## src/rtl/imuldiv_int_div_var_latency_pkg.sv

```systemverilog
// Shared definitions for the variable-latency iterative divider: fn codes,
// request message layout (fn|a|b, 2W+1 bits), response layout {rem, quot}
// and control states.
package imuldiv_int_div_var_latency_pkg;

  localparam logic DIV_FN_UNSIGNED = 1'b0;
  localparam logic DIV_FN_SIGNED   = 1'b1;

  // Request message: [2W] = fn, [2W-1:W] = a, [W-1:0] = b
  function automatic int div_req_msg_w(input int w);
    return 2 * w + 1;
  endfunction

  function automatic int div_req_fn_pos(input int w);
    return 2 * w;
  endfunction

  function automatic int div_req_a_lsb(input int w);
    return w;
  endfunction

  localparam int DIV_REQ_B_LSB = 0;

  // Response message: [2W-1:W] = remainder, [W-1:0] = quotient
  function automatic int div_resp_rem_lsb(input int w);
    return w;
  endfunction

  localparam int DIV_RESP_QUOT_LSB = 0;

  typedef enum logic [1:0] {
    ST_IDLE = 2'd0,
    ST_CALC = 2'd1,
    ST_DONE = 2'd2
  } div_state_e;

endpackage

```

## src/rtl/imuldiv_int_div_var_latency_lzc.sv

```systemverilog
// Leading-zero counter for a W-bit word; returns W for an all-zero input.
// Latency: combinational.
// Backpressure: none (pure function of in_dat).
// Ports: in_dat [W-1:0] word to scan, lz_cnt [$clog2(W+1)-1:0] zeros above the first set bit.
module imuldiv_lzc #(
  parameter int W = 32
) (
  input  logic [W-1:0]             in_dat,
  output logic [$clog2(W+1)-1:0]   lz_cnt
);

  localparam int CW = $clog2(W + 1);

  logic found;

  always_comb begin
    lz_cnt = CW'(W);
    found  = 1'b0;
    for (int i = W - 1; i >= 0; i--) begin
      if (!found && in_dat[i]) begin
        lz_cnt = CW'(W - 1 - i);
        found  = 1'b1;
      end
    end
  end

endmodule

```

## src/rtl/imuldiv_int_div_var_latency.sv

```systemverilog
// Iterative restoring signed/unsigned W-bit divider returning {rem, quot}.
// Latency: n+1 cycles accept-to-valid, n = W - lz(|a|) (or W), n = 0 when a or b is zero.
// Backpressure: divreq_rdy only in IDLE; DONE holds result until divresp_rdy.
// Ports: clk/reset (sync, active-high); divreq_{msg_fn,msg_a,msg_b,val,rdy} request;
//        divresp_{msg_result,val,rdy} response with result = {rem, quot}.
module imuldiv_int_div_var_latency
  import imuldiv_int_div_var_latency_pkg::*;
#(
  parameter int W          = 32,
  parameter bit SKIP_ZEROS = 1'b1
) (
  input  logic           clk,
  input  logic           reset,
  input  logic           divreq_msg_fn,
  input  logic [W-1:0]   divreq_msg_a,
  input  logic [W-1:0]   divreq_msg_b,
  input  logic           divreq_val,
  output logic           divreq_rdy,
  output logic [2*W-1:0] divresp_msg_result,
  output logic           divresp_val,
  input  logic           divresp_rdy
);

  localparam int CW    = $clog2(W + 1);
  localparam int MSG_W = div_req_msg_w(W);

  div_state_e   state_q, state_d;
  logic [W-1:0] dvd_q, dvd_d;        // dividend bits shift out the top, quotient bits in at the bottom
  logic [W:0]   rem_q, rem_d;
  logic [W-1:0] div_q, div_d;        // divisor magnitude
  logic [CW-1:0] cnt_q, cnt_d;       // iterations remaining
  logic         quot_neg_q, quot_neg_d;
  logic         rem_neg_q, rem_neg_d;

  logic [MSG_W-1:0] req_msg;
  logic             req_fn;
  logic [W-1:0]     req_a, req_b;
  logic             a_neg, b_neg;
  logic [W-1:0]     a_mag, b_mag;
  logic [CW-1:0]    lz_raw, lz_use;
  logic [W:0]       rem_shift;
  logic [W+1:0]     trial;
  logic             q_bit;
  logic [W-1:0]     quot_out, rem_out;

  assign req_msg = {divreq_msg_fn, divreq_msg_a, divreq_msg_b};
  assign req_fn  = req_msg[div_req_fn_pos(W)];
  assign req_a   = req_msg[div_req_a_lsb(W) +: W];
  assign req_b   = req_msg[DIV_REQ_B_LSB +: W];

  assign a_neg = (req_fn == DIV_FN_SIGNED) && req_a[W-1];
  assign b_neg = (req_fn == DIV_FN_SIGNED) && req_b[W-1];
  assign a_mag = a_neg ? -req_a : req_a;
  assign b_mag = b_neg ? -req_b : req_b;

  imuldiv_lzc #(.W(W)) u_lzc (
    .in_dat (a_mag),
    .lz_cnt (lz_raw)
  );

  // Pre-shifting by lz puts the first significant dividend bit at the top,
  // so the skipped iterations would only have shifted in zeros.
  assign lz_use = SKIP_ZEROS ? lz_raw : '0;

  // rem_q[W] is always 0 between iterations; keeping it in the trial
  // subtract makes the borrow land in bit W+1.
  assign rem_shift = {rem_q[W-1:0], dvd_q[W-1]};
  assign trial     = {rem_q, dvd_q[W-1]} - {2'b00, div_q};
  assign q_bit     = ~trial[W+1];

  assign quot_out = quot_neg_q ? -dvd_q : dvd_q;
  assign rem_out  = rem_neg_q ? -rem_q[W-1:0] : rem_q[W-1:0];

  assign divresp_msg_result[div_resp_rem_lsb(W) +: W] = rem_out;
  assign divresp_msg_result[DIV_RESP_QUOT_LSB +: W]   = quot_out;

  assign divreq_rdy  = (state_q == ST_IDLE) && !reset;
  assign divresp_val = (state_q == ST_DONE);

  always_comb begin
    state_d    = state_q;
    dvd_d      = dvd_q;
    rem_d      = rem_q;
    div_d      = div_q;
    cnt_d      = cnt_q;
    quot_neg_d = quot_neg_q;
    rem_neg_d  = rem_neg_q;
    case (state_q)
      ST_IDLE: begin
        if (divreq_val && divreq_rdy) begin
          div_d      = b_mag;
          quot_neg_d = 1'b0;
          rem_neg_d  = 1'b0;
          if (req_b == '0) begin
            // Defined divide-by-zero: all-ones quotient, dividend as remainder
            dvd_d   = '1;
            rem_d   = {1'b0, req_a};
            state_d = ST_DONE;
          end else if (req_a == '0) begin
            dvd_d   = '0;
            rem_d   = '0;
            state_d = ST_DONE;
          end else begin
            dvd_d      = a_mag << lz_use;
            rem_d      = '0;
            cnt_d      = CW'(W) - lz_use;
            quot_neg_d = (req_fn == DIV_FN_SIGNED) && (req_a[W-1] ^ req_b[W-1]);
            rem_neg_d  = a_neg;
            state_d    = ST_CALC;
          end
        end
      end
      ST_CALC: begin
        rem_d = q_bit ? trial[W:0] : rem_shift;
        dvd_d = {dvd_q[W-2:0], q_bit};
        cnt_d = cnt_q - CW'(1);
        if (cnt_q == CW'(1)) begin
          state_d = ST_DONE;
        end
      end
      ST_DONE: begin
        if (divresp_rdy) begin
          state_d = ST_IDLE;
        end
      end
      default: state_d = ST_IDLE;
    endcase
  end

  always_ff @(posedge clk) begin
    if (reset) begin
      state_q    <= ST_IDLE;
      dvd_q      <= '0;
      rem_q      <= '0;
      div_q      <= '0;
      cnt_q      <= '0;
      quot_neg_q <= 1'b0;
      rem_neg_q  <= 1'b0;
    end else begin
      state_q    <= state_d;
      dvd_q      <= dvd_d;
      rem_q      <= rem_d;
      div_q      <= div_d;
      cnt_q      <= cnt_d;
      quot_neg_q <= quot_neg_d;
      rem_neg_q  <= rem_neg_d;
    end
  end

endmodule

```

## config.mk

```make
export PLATFORM = sky130hd
export DESIGN_NAME = imuldiv_int_div_var_latency
export DESIGN_NICKNAME = d
export VERILOG_FILES = /design/src/rtl/imuldiv_int_div_var_latency_pkg.sv /design/src/rtl/imuldiv_int_div_var_latency_lzc.sv /design/src/rtl/imuldiv_int_div_var_latency.sv
export SDC_FILE = /design/constraint.sdc
export NUM_CORES = 1
export LEC_CHECK = 0
export CORE_UTILIZATION = 50
export CTS_CLUSTER_DIAMETER = 120
export DETAILED_ROUTE_END_ITERATION = 8
export GPL_TIMING_DRIVEN = 1
export PLACE_DENSITY = 0.72
export SYNTH_ARGS = -nofsm -noshare
export SYNTH_HDL_FRONTEND = slang
export SYNTH_HIERARCHICAL = 1
export SYNTH_SLANG_ARGS = --single-unit
```

## constraint.sdc

```tcl
create_clock -name clk -period 19.27 [get_ports clk]
set_input_delay 5.781 -clock clk [delete_from_list [all_inputs] [get_ports clk]]
set_output_delay 5.781 -clock clk [all_outputs]
set_load 0.005 [all_outputs]
```

* After elaboration in Yosys (flattened, before gate mapping) *
Cells that the tools add are included.

cells by class
  $add $sub $neg = 7
  equal/unequal tests = 8
  shift-type cells = 1
  multiplexer cells = 89
  bitwise logic cells = 2
  reduce and logical (&&, ||, !) cells = 76

operators with widths
  cell                 count
  $mux 32              8
  $mux 6               35
  $neg 32->32          4
  $mux 33              2
  $pmux 33 s2          1
  $logic_not 32->1     2
  $pmux 32 s2          1
  $logic_and 1x1->1    36
  $mux 1               35
  $sub 34x32->34       1
  $logic_not 1->1      32
  $shl 32x6->32        1
  $pmux 6 s2           1
  $mux 2               5
  $eq 6x1->1 const B   1
  $ne 2x2->1 const B   3
  $pmux 2 s3           1
  $sub 6x1->6 const B  1
  $sub 6x6->6 const A  1
  $ne 2x1->1 const B   2
  $reduce_and 2->1     2
  $reduce_and 4->1     1
  $reduce_and 3->1     1
  $eq 2x1->1 const B   1
  5 further kinds      5

storage, ports and cells
  register bits = 107
  bits of input ports = 69
  output and inout bits = 66
  logic and storage cells = 190

* Logic depth before layout (Yosys ltp) *
Gate-level depths: netlist (run 1).

  word-level depth = 101
  mapped depth = 25
  mapped depth without buffers = 22

* Cells and area by module *
Netlist (run 1), hierarchy kept.

modules (own cells, without submodules)
  module                       instances  cells an instance  area an instance (um2)  sequential area each (um2)
  imuldiv_int_div_var_latency  1          1609               11586.1                 2142.1
  imuldiv_lzc                  1          64                 385.4                   0.0

* Worst setup path before layout (run 1) *
Ideal clock, no wire load.

  path type = input -> output
  start = in reset
  end = out divreq_rdy
  arrival time = 6.020 ns
  data required time = 13.489 ns
  slack = 7.469 ns
  stages on the path = 1
  buffers on the path = 0
  cells stage by stage = nor3_1

between the ends
  cells in the longest elaborated chain, start to end = 2

ends and longest elaborated chain
  item               line                               source
  from (decl)        imuldiv_int_div_var_latency.sv:13  input logic reset,
  $logic_not 1->1    imuldiv_int_div_var_latency.sv:77  assign divreq_rdy = (state_q == ST_IDLE) && !reset;
  $logic_and 1x1->1  imuldiv_int_div_var_latency.sv:77
  to (decl)          imuldiv_int_div_var_latency.sv:18  output logic divreq_rdy,

No other way between the ends.

* Worst setup path in the final report (run 1) *
Ends and elaborated chain as after synthesis.

==> results.md, run 1 <==
Setup path:
- The critical setup path kind is input port to primary output.
- STA classifies the critical path endpoint as a primary output.
- The arrival time of the worst setup path is 6.76 ns.
- STA puts the critical path data required time at 13.49 ns.
- In this run the worst path has a maximum fanout of 19.
- STA classifies the critical path startpoint as an input port.

Routing:
- After detailed routing, the average wire length per cell comes to 20.1 um.
- The total wirelength of the detailed-routed design is 41200 um.
- The vias per cell is 6.35.
- For this run, design rule violations remaining after detail routing come to 0.
- The first TritonRoute pass finished after 5 iterations.
- The overall via count from detail_route is 13000.
- The violation count after the first detailed-route iteration is 1461.
- The count of nets left with antenna violations after detail routing is 0.

Cells and area:
- The area added between synthesis and finish is 14.6%.
- The repair_antennas step left the layout with diodes totalling 0.
- Of the cells placed in the final design, the portion with a size suffix greater than 1 is 0.0759.
- Once layout is done, the placed cells without fillers occupy 13700 um2.
- In the final design database the tool counted 1831 nets.

Synth:
- The share of flip-flops with an asynchronous set or reset after synthesis is 0.
- The synthesized area per cell is 7.16 um2.
- The post-synthesis sequential element count is 107.
- Of all cell types, the one taking the most synthesized area is sky130_fd_sc_hd__dfxtp_1.
- The mapped netlist covers approximately 12000 um2.
- The area share of the largest cell type after synthesis is 0.179.
- The net count of the mapped netlist is between 1500 and 2000.
- The netlist uses just under 100 different library cells.
- The sequential element share of the synthesized area is 0.179.
- The post-synthesis instance total is 1673.
- The warning count from the yosys run is 6.
- For this run, the leading register cell type out of synthesis is sky130_fd_sc_hd__dfxtp_1.
- In this run, synthesis inferred 0 flip-flops with an integrated enable.
- Ranked by total cell area, the synthesized netlist is headed by sky130_fd_sc_hd__dfxtp_1 18%, sky130_fd_sc_hd__xnor2_1 8.7%, sky130_fd_sc_hd__a21oi_1 6.4%.

Floorplan:
- The floorplan step defined a die boundary enclosing 24600 um2.
- The height of the die is 157 um.
- ~140 I/O pins were placed.
- The number of placement rows is 56.
- The area of the core region is 23500 um2.
- The initial utilization of the core area, before any placement, comes to 0.510.
- Measured along the x axis, the die boundary spans 157 um.

Global route:
- The maximum number of pins on one net before global-route repair is 94.
- The overall track demand over capacity in global routing is 0.335.
- The initial antenna violation count is 0.
- The via count of the first global-routing pass is 11500.
- The first global-routing pass estimated 64700 um of wire.
- Global routing finished with a remaining overflow of 0.

Outcome:
- The run finished with clean final reports.

STA:
- Setup violations remaining at the end of the flow were counted as 0.
- The number of hold-slack violations in the final timing report came to 0.
- Setup repair after global routing left no endpoint under its margin.
- The transition time at the pin with the least slew margin is ~1.1 ns.
- Between clock sinks in the finished design, the worst skew comes to 0.0135 ns.
- The final-layout setup total negative slack is 0 ns.
- Setup slack closes at 6.73 ns.
- The smallest clock period supported by the final layout is computed as around 13 ns.
- Static timing analysis puts the maximum clock frequency at 79.8 MHz.
- Of the available clock period, the critical path in the final layout requires 0.651.
- Measured against its own limit, the worst slew margin works out to 0.262.
- The max-slew violation count is 0.

Hold path:
- The path class of the tightest hold or removal check is flop to flop.

Clock network:
- The TritonCTS clock tree is yes.
- The number of gates resized after CTS is 0.
- The latest clock arrival within the worst-skew pair is 0.37 ns.
- The clock root buffer is sky130_fd_sc_hd__clkbuf_16.
- The maximum buffer depth of the clock tree is 2.
- The number of hold buffers added after CTS was 0.
- The tree built by TritonCTS fans out to 107 sinks.
- The post-CTS setup buffer count is 0.
- The H-tree generated during clock tree synthesis spans 3 levels.
- The number of CTS-inserted buffers is 9.
- The clock-pin slew on the worst setup and hold paths is ~0.080 ns.

Power:
- The net switching power is between 0.0004 and 0.0005 W.
- The cell-internal power is 0.000596 W.
- The power density of the placed cells is 77.6 nW/um2.
- The worst ir drop on vdd is ~0.042 mV.
- The share of total power dissipated in sequential elements is 0.265.
- For this design the static power due to leakage is 5.05 nW.
- Of the total power, the share spent switching nets is 0.440.
- The share of total power dissipated in combinational logic is 0.558.
- Of the total power, the clock network draws 0.177.

Place:
- Port buffering added 134 buffers.
- The last weighted congestion value of the routability-driven placer is 0.981.
- OpenSTA, run right after detailed placement, puts the worst setup slack at about 6.6 ns.
- After legalization and detailed placement, the total HPWL measured 31100 um.
- The instance area at placement is 13400 um2.

Job:
- The max-cap check violation count is 0.
stage by stage:
stage | hold slack, ns | power, W | std cells | util
6_report | 0.465 | 0.00106 | 2046 | 0.584
5_1_grt | 0.499 | 0.00113 | 2046 | 0.584
4_1_cts | 0.478 | 0.00106 | 2046 | 0.584
3_5_place_dp | 0.465 | 0.000866 | 2030 | 0.572
3_3_place_gp | 0.442 | 0.000862 | 2030 | 0.572
2_1_floorplan | 0.432 | 0.000684 | 1673 | -
critical path, cell delays in order:
cell and delay, ns:
sky130_fd_sc_hd__buf_4 0.18, sky130_fd_sc_hd__nor3_1 0.23, sky130_fd_sc_hd__clkdlybuf4s50_1 0.56
cell usage in the layout, fill, tap and decap left out, types with 8 or more instances in the layout:
cell type,instances
sky130_fd_sc_hd__a211oi_1,42
sky130_fd_sc_hd__a21o_1,17
sky130_fd_sc_hd__a21oi_1,152
sky130_fd_sc_hd__a221oi_1,8
sky130_fd_sc_hd__a31oi_1,25
sky130_fd_sc_hd__and2_1,8
sky130_fd_sc_hd__and3_1,17
sky130_fd_sc_hd__buf_4,21
sky130_fd_sc_hd__clkbuf_16,9
sky130_fd_sc_hd__clkdlybuf4s50_1,133
sky130_fd_sc_hd__dfxtp_1,107
sky130_fd_sc_hd__ha_1,39
sky130_fd_sc_hd__inv_1,72
sky130_fd_sc_hd__mux2_2,35
sky130_fd_sc_hd__mux2i_1,39
sky130_fd_sc_hd__nand2_1,168
sky130_fd_sc_hd__nand2b_1,15
sky130_fd_sc_hd__nand3_1,38
sky130_fd_sc_hd__nand4_1,9
sky130_fd_sc_hd__nor2_1,166
sky130_fd_sc_hd__nor2b_1,10
sky130_fd_sc_hd__nor3_1,41
sky130_fd_sc_hd__nor4_1,20
sky130_fd_sc_hd__o211ai_1,8
sky130_fd_sc_hd__o21a_1,14
sky130_fd_sc_hd__o21ai_0,98
sky130_fd_sc_hd__o21bai_1,8
sky130_fd_sc_hd__o22ai_1,8
sky130_fd_sc_hd__o31ai_1,37
sky130_fd_sc_hd__o41ai_1,17
sky130_fd_sc_hd__or3_1,40
sky130_fd_sc_hd__or4_1,13
sky130_fd_sc_hd__xnor2_1,119
sky130_fd_sc_hd__xor2_1,25
area by class of cell:
cell class	instances	area (um2)
tap	319	399
fill	2236	9760
inverter	77	289
timing repair buffer	154	1490
multi-input combinational	1373	9110
clock inverter	7	61.3
sequential	107	2140
clock buffer	9	225
power by group through the flow:
stage                     Clock, W  Combinational, W  Sequential (W)
after floorplan                  0          0.000412        0.000273
after global placement           0          0.000576        0.000285
after detailed placement         0          0.000580        0.000286
after CTS                 0.000191          0.000584        0.000281
after global routing      0.000200          0.000647        0.000286
final                     0.000188          0.000594        0.000282
sequential cells by signal, summed over array words and instances, names as in the netlist:
name and flops:
rem_neg_q 1, dvd_q 32, quot_neg_q 1, cnt_q 6, state_q 2, div_q 32, rem_q 33
kinds of logic (layout without fill, tap and decap cells):
logic type               count (synthesis)  in the layout  share of synthesized area
AND/OR/NAND/NOR                        589            589                      0.244
AO/OA/AOI/OAI                          514            514                      0.278
buffers and inverters                  193            247                     0.0646
XOR/XNOR                               146            146                      0.109
flip-flops                             107            107                      0.179
multiplexers                            84             84                     0.0824
adder cells (fa/ha/maj)                 40             40                     0.0424
synthesized netlist by cell type, drive strengths merged (5+ instances only):
cell type  number
a211oi         42
o41ai          19
dfxtp         107
a31o            5
o31ai          37
or2             6
nand3          39
o21a           14
o21bai          8
a31oi          25
nand4          10
xor2           26
inv            76
nor2b          11
a21boi          5
nor4b           5
o311ai          5
o211ai          8
nor4           23
buf            25
mux2i          40
ha             39
and3           17
mux2           37
a311oi          6
mux4            7
or3            41
a21oi         152
nand3b          5
a21o           17
or4            16
nand2b         15
o21ai         106
a2111oi         5
o22ai          10
clkbuf         91
xnor2         120
a221oi         10
nand2         168
and2            9
nor2          168
o2111ai         5
nor3           46
per-layer routing:
layer  share of wire  vias to the layer above  routed length, um  GRT usage
met1            0.46                     6118              19100      0.492
met3           0.087                       68               3580     0.0512
met4           0.028                        0               1140      0.111
met2            0.42                      604              17400      0.493
li1                -                     6203                  -          -
met5               0                        -                  0          0
path summary, 6_finish.rpt:
check	depth (start not counted)	start	to	slack, ns
worst min register to register	2	div_q[31]	div_q[31]	0.47
worst max-delay path	3	reset	divreq_rdy	6.73
worst max register to register	11	rem_q[17]	rem_q[7]	15.16
worst min-delay path	2	div_q[31]	div_q[31]	0.47
No activity file was read; power rests on OpenSTA's default activity.
==> run 2: changes to the inputs <==
PLACE_DENSITY = 0.75   (was 0.72)
clock period = 10.5 ns   (was 19.27 ns; I/O delays follow)
==> results.md, run 2 (same netlist as run 1, synthesis figures left out) <==
STA:
- The worst clock skew on the final layout came to 0.0139 ns (was 0.0135 ns).
- The transition time at the pin with the least slew margin is 1.08 ns (was 1.11 ns).
- The minimum clock period is slightly below 10 ns.
- The period utilization is 0.914.
- The number of setup violations in the final report is 0 (unchanged).
- The number of hold-slack violations in the final timing report is 0 (unchanged).
- The setup slack after layout is 0.898 ns (was 6.73 ns).
- Unrepaired setup endpoints after global routing: no (unchanged).
- The worst slew slack as a fraction of its limit is 0.277 (was 0.262).
- Based on the critical path, the design can be clocked at up to 104 MHz.
- The max-slew violation count is 0 (unchanged).
- The hold slack is 0.462 ns (was 0.465 ns).
- The final-layout setup total negative slack is 0 ns (unchanged).

Setup path:
- The worst reg2reg path endpoint is rem_q[8] (was rem_q[7]).
- The sum of buffers and inverters on the critical path came to 2 (unchanged).
- The critical register-to-register path startpoint is rem_q[17] (unchanged).
- The biggest cell delay along the critical path is 0.86 ns (was 0.56 ns).
- The minimum setup slack among reg-to-reg paths is 6.48 ns (was 15.16 ns).
- Crit path cell chain: clkdlybuf4s50_1 > or4_4 > nor3_4 > nand4_1 > o31ai_1 > xnor2_1 > or4_4 > nor3_4 > nand4_2 > o32a_1 > o311ai_4 > buf_4 > nor2_1 > nand4_1 > a21oi_1 > a2111oi_1 > mux4_2 > a211oi_1 > a2111oi_0 > o21a_1 (was buf_4 > nor3_1 > clkdlybuf4s50_1).
- The data required time at the worst endpoint is 10.80 ns (was 13.49 ns).
- The critical path endpoint category is a flop (was primary output).
- The biggest fanout along the worst timing path is 51 (was 19).
- The critical path launch point type is an input port (unchanged).
- The arrival time of the worst setup path is 9.90 ns (was 6.76 ns).
- The critical setup path kind is input port to flop (was input port to primary output).
- The slowest cell on the critical path is sky130_fd_sc_hd__a2111oi_1 (was sky130_fd_sc_hd__clkdlybuf4s50_1).
- The kind of cell adding the most delay to the critical path is simple AND/OR/NAND/NOR gates (was buffers and inverters).
- The number of cells traversed by the worst register-to-register path is 11 (unchanged).

Clock network:
- The TritonCTS clock tree is yes (unchanged).
- The clock root buffer is sky130_fd_sc_hd__clkbuf_16 (unchanged).
- The hold-fix buffer count after cts was 0 (unchanged).
- The number of CTS-inserted buffers came to 9 (unchanged).
- The number of gates resized after CTS came to 0 (unchanged).
- The maximum buffer depth of the clock tree is 2 (unchanged).
- The number of H-tree branching levels is 3 (unchanged).
- The total number of clock tree sinks is 107 (unchanged).
- The clock-pin slew on the worst setup and hold paths is 0.08 ns (about the same).
- The latest clock arrival within the worst-skew pair came to 0.37 ns (about the same).
- The post-CTS setup buffer count is 0 (unchanged).

Cells and area:
- Most used cells in the layout excluding fill and tap cells: 168 x sky130_fd_sc_hd__nand2_1, 166 x sky130_fd_sc_hd__nor2_1, 152 x sky130_fd_sc_hd__a21oi_1 (unchanged).
- The total number of nets in the final design is 1832 (was 1831).
- Largest regs: rem_q: 33 flops, div_q: 32 flops, dvd_q: 32 flops (unchanged).
- The most common library cell in the layout ignoring fill and taps is sky130_fd_sc_hd__nand2_1 (unchanged).
- The top register by number of flip-flops is rem_q (unchanged).
- The end-of-flow core utilization is 0.586 (was 0.584).
- The area added between synthesis and finish was 15.0% (was 14.6%).
- The count of filler cells inserted in the layout was 2175 (was 2236).
- The share of final-layout standard cells stronger than drive strength 1 was 0.0758 (was 0.0759).
- The count of inserted antenna diode cells is 0 (unchanged).
- The number of flip-flops under the largest register name came to 33 (unchanged).

Hold path:
- The type of the most critical hold path is flop to flop (unchanged).
- The launch point of the worst hold path is div_q[31] (unchanged).
- The worst-case hold path end point is div_q[31] (unchanged).
- The count of cells along the worst hold path was 2 (unchanged).

Routing:
- The overall via count from detail_route was 13000 (about the same).
- The count of TritonRoute iterations in the first routing pass came to 6 (was 5).
- The violation count after the first detailed-route iteration is 1515 (was 1461).
- The detailed-route DRC error count is 0 (unchanged).
- The vias per cell is 6.35 (about the same).
- The count of nets left with antenna violations after detail routing is 0 (unchanged).
- The total wirelength of the detailed-routed design is 40600 um (was 41200 um).
- The routed wirelength normalized by instance count came to 19.8 um (was 20.1 um).

Floorplan:
- The height of the die is 157 um (unchanged).
- The effective utilization at floorplan is 0.510 (unchanged).
- The number of placement rows came to 56 (unchanged).
- The I/O pin total is 135 (unchanged).
- The area of the core region is 23500 um2 (unchanged).
- The horizontal die dimension is 157 um (unchanged).
- The die area is 24600 um2 (unchanged).

Outcome:
- Result of the run: finished clean (unchanged).

Place:
- The port buffer count was 134 (unchanged).
- The placed wire-length estimate after detailed placement is 30800 um (was 31100 um).
- The last weighted congestion value of the routability-driven placer is 1.05 (was 0.981).
- The pre-CTS worst setup slack came to 0.629 ns (was 6.65 ns).

Global route:
- The via count of the first global-routing pass was 11600 (was 11500).
- The initial antenna violation count is 0 (unchanged).
- The maximum number of pins on one net before global-route repair is 83 (was 94).
- The leftover overflow at the end of global routing is 0 (unchanged).
- The overall track demand over capacity in global routing is 0.330 (was 0.335).
- The first-pass GRT wire length is 63900 um (was 64700 um).

Power:
- The leakage power summed over all cells was 5.07 nW (was 5.05 nW).
- The power density of the placed cells was 144 nW/um2 (was 77.6 nW/um2).
- The worst ir drop on vdd is 0.0844 mV (was 0.0421 mV).

Job:
- The max-cap check violation count is 0 (unchanged).
-- run 2: changes by cell type in the layout (fill, tap and decap cells not counted) --
| cell | delta |
|---|---|
| sky130_fd_sc_hd__nor3_1 | +1 |
| sky130_fd_sc_hd__bufinv_16 | +2 |
| sky130_fd_sc_hd__clkbuf_8 | +1 |
| sky130_fd_sc_hd__buf_4 | +1 |
| sky130_fd_sc_hd__inv_6 | +1 |
| sky130_fd_sc_hd__clkinv_2 | -1 |
| sky130_fd_sc_hd__nor3_2 | -1 |
| sky130_fd_sc_hd__inv_8 | -2 |
| sky130_fd_sc_hd__clkinv_4 | -1 |
-- run 2: per-layer routing --
layer / vias up / part of all wire / track usage / wire [um]
met5: - / 0 / 0 / 0
met4: 0 / 0.036 / 0.133 / 1470
met3: 89 / 0.087 / 0.0476 / 3540
met2: 655 / 0.42 / 0.487 / 17000
met1: 6056 / 0.46 / 0.475 / 18600
li1: 6190 / - / - / -
-- run 2: stage by stage --
step                      total power, W  std cells  instance area, um2
after floorplan                  0.00126       1673               12000
after global placement           0.00157       2031               13400
after detailed placement         0.00158       2031               13400
after CTS                        0.00197       2047               13800
after global routing             0.00211       2047               13800
final                            0.00199       2047               13800
-- run 2: how the worst max path moves through the flow --
stage / start / slack, ns / to / cells past startpoint
after global placement: divreq_msg_a[9] / 0.78 / dvd_q[16] / 20
final: divreq_msg_a[9] / 0.90 / dvd_q[16] / 20
after floorplan: divreq_msg_a[9] / 2.07 / dvd_q[29] / 22
after CTS: divreq_msg_a[9] / 0.99 / dvd_q[16] / 20
after global routing: divreq_msg_a[9] / 0.29 / dvd_q[16] / 20
after detailed placement: divreq_msg_a[9] / 0.63 / dvd_q[16] / 20
-- run 2: power breakdown --
group	total, W	leakage (nW)	internal (W)	switching [W]
clock network	0.000385	0.160	0.000218	0.000168
registers	0.000518	0.881	0.000451	0.0000671
logic	0.00108	4.03	0.000477	0.000606
total	0.00199	5.07	0.00115	0.000841
-- run 2: layout make-up --
cell class	count	area, um2	share of cell area
clock inverter	6	93.8	0.00682
clock buffer	10	239	0.0174
sequential	107	2140	0.156
inverter	77	289	0.0210
multi-input combinational	1373	9100	0.661
timing repair buffer	155	1500	0.109
tap	319	399	0.0290
-- run 2: worst register-to-register path, cell delays in order, from the launching register on --
cell and delay, ns:
sky130_fd_sc_hd__dfxtp_1 0.46, sky130_fd_sc_hd__ha_1 0.36, sky130_fd_sc_hd__a211oi_1 0.26, sky130_fd_sc_hd__nor2_1 0.10
sky130_fd_sc_hd__or3_1 0.32, sky130_fd_sc_hd__a311oi_1 0.26, sky130_fd_sc_hd__o21bai_1 0.16, sky130_fd_sc_hd__o211a_1 0.33
sky130_fd_sc_hd__o21ai_4 0.25, sky130_fd_sc_hd__xor2_4 0.77, sky130_fd_sc_hd__mux2_2 0.45, sky130_fd_sc_hd__a211oi_1 0.22
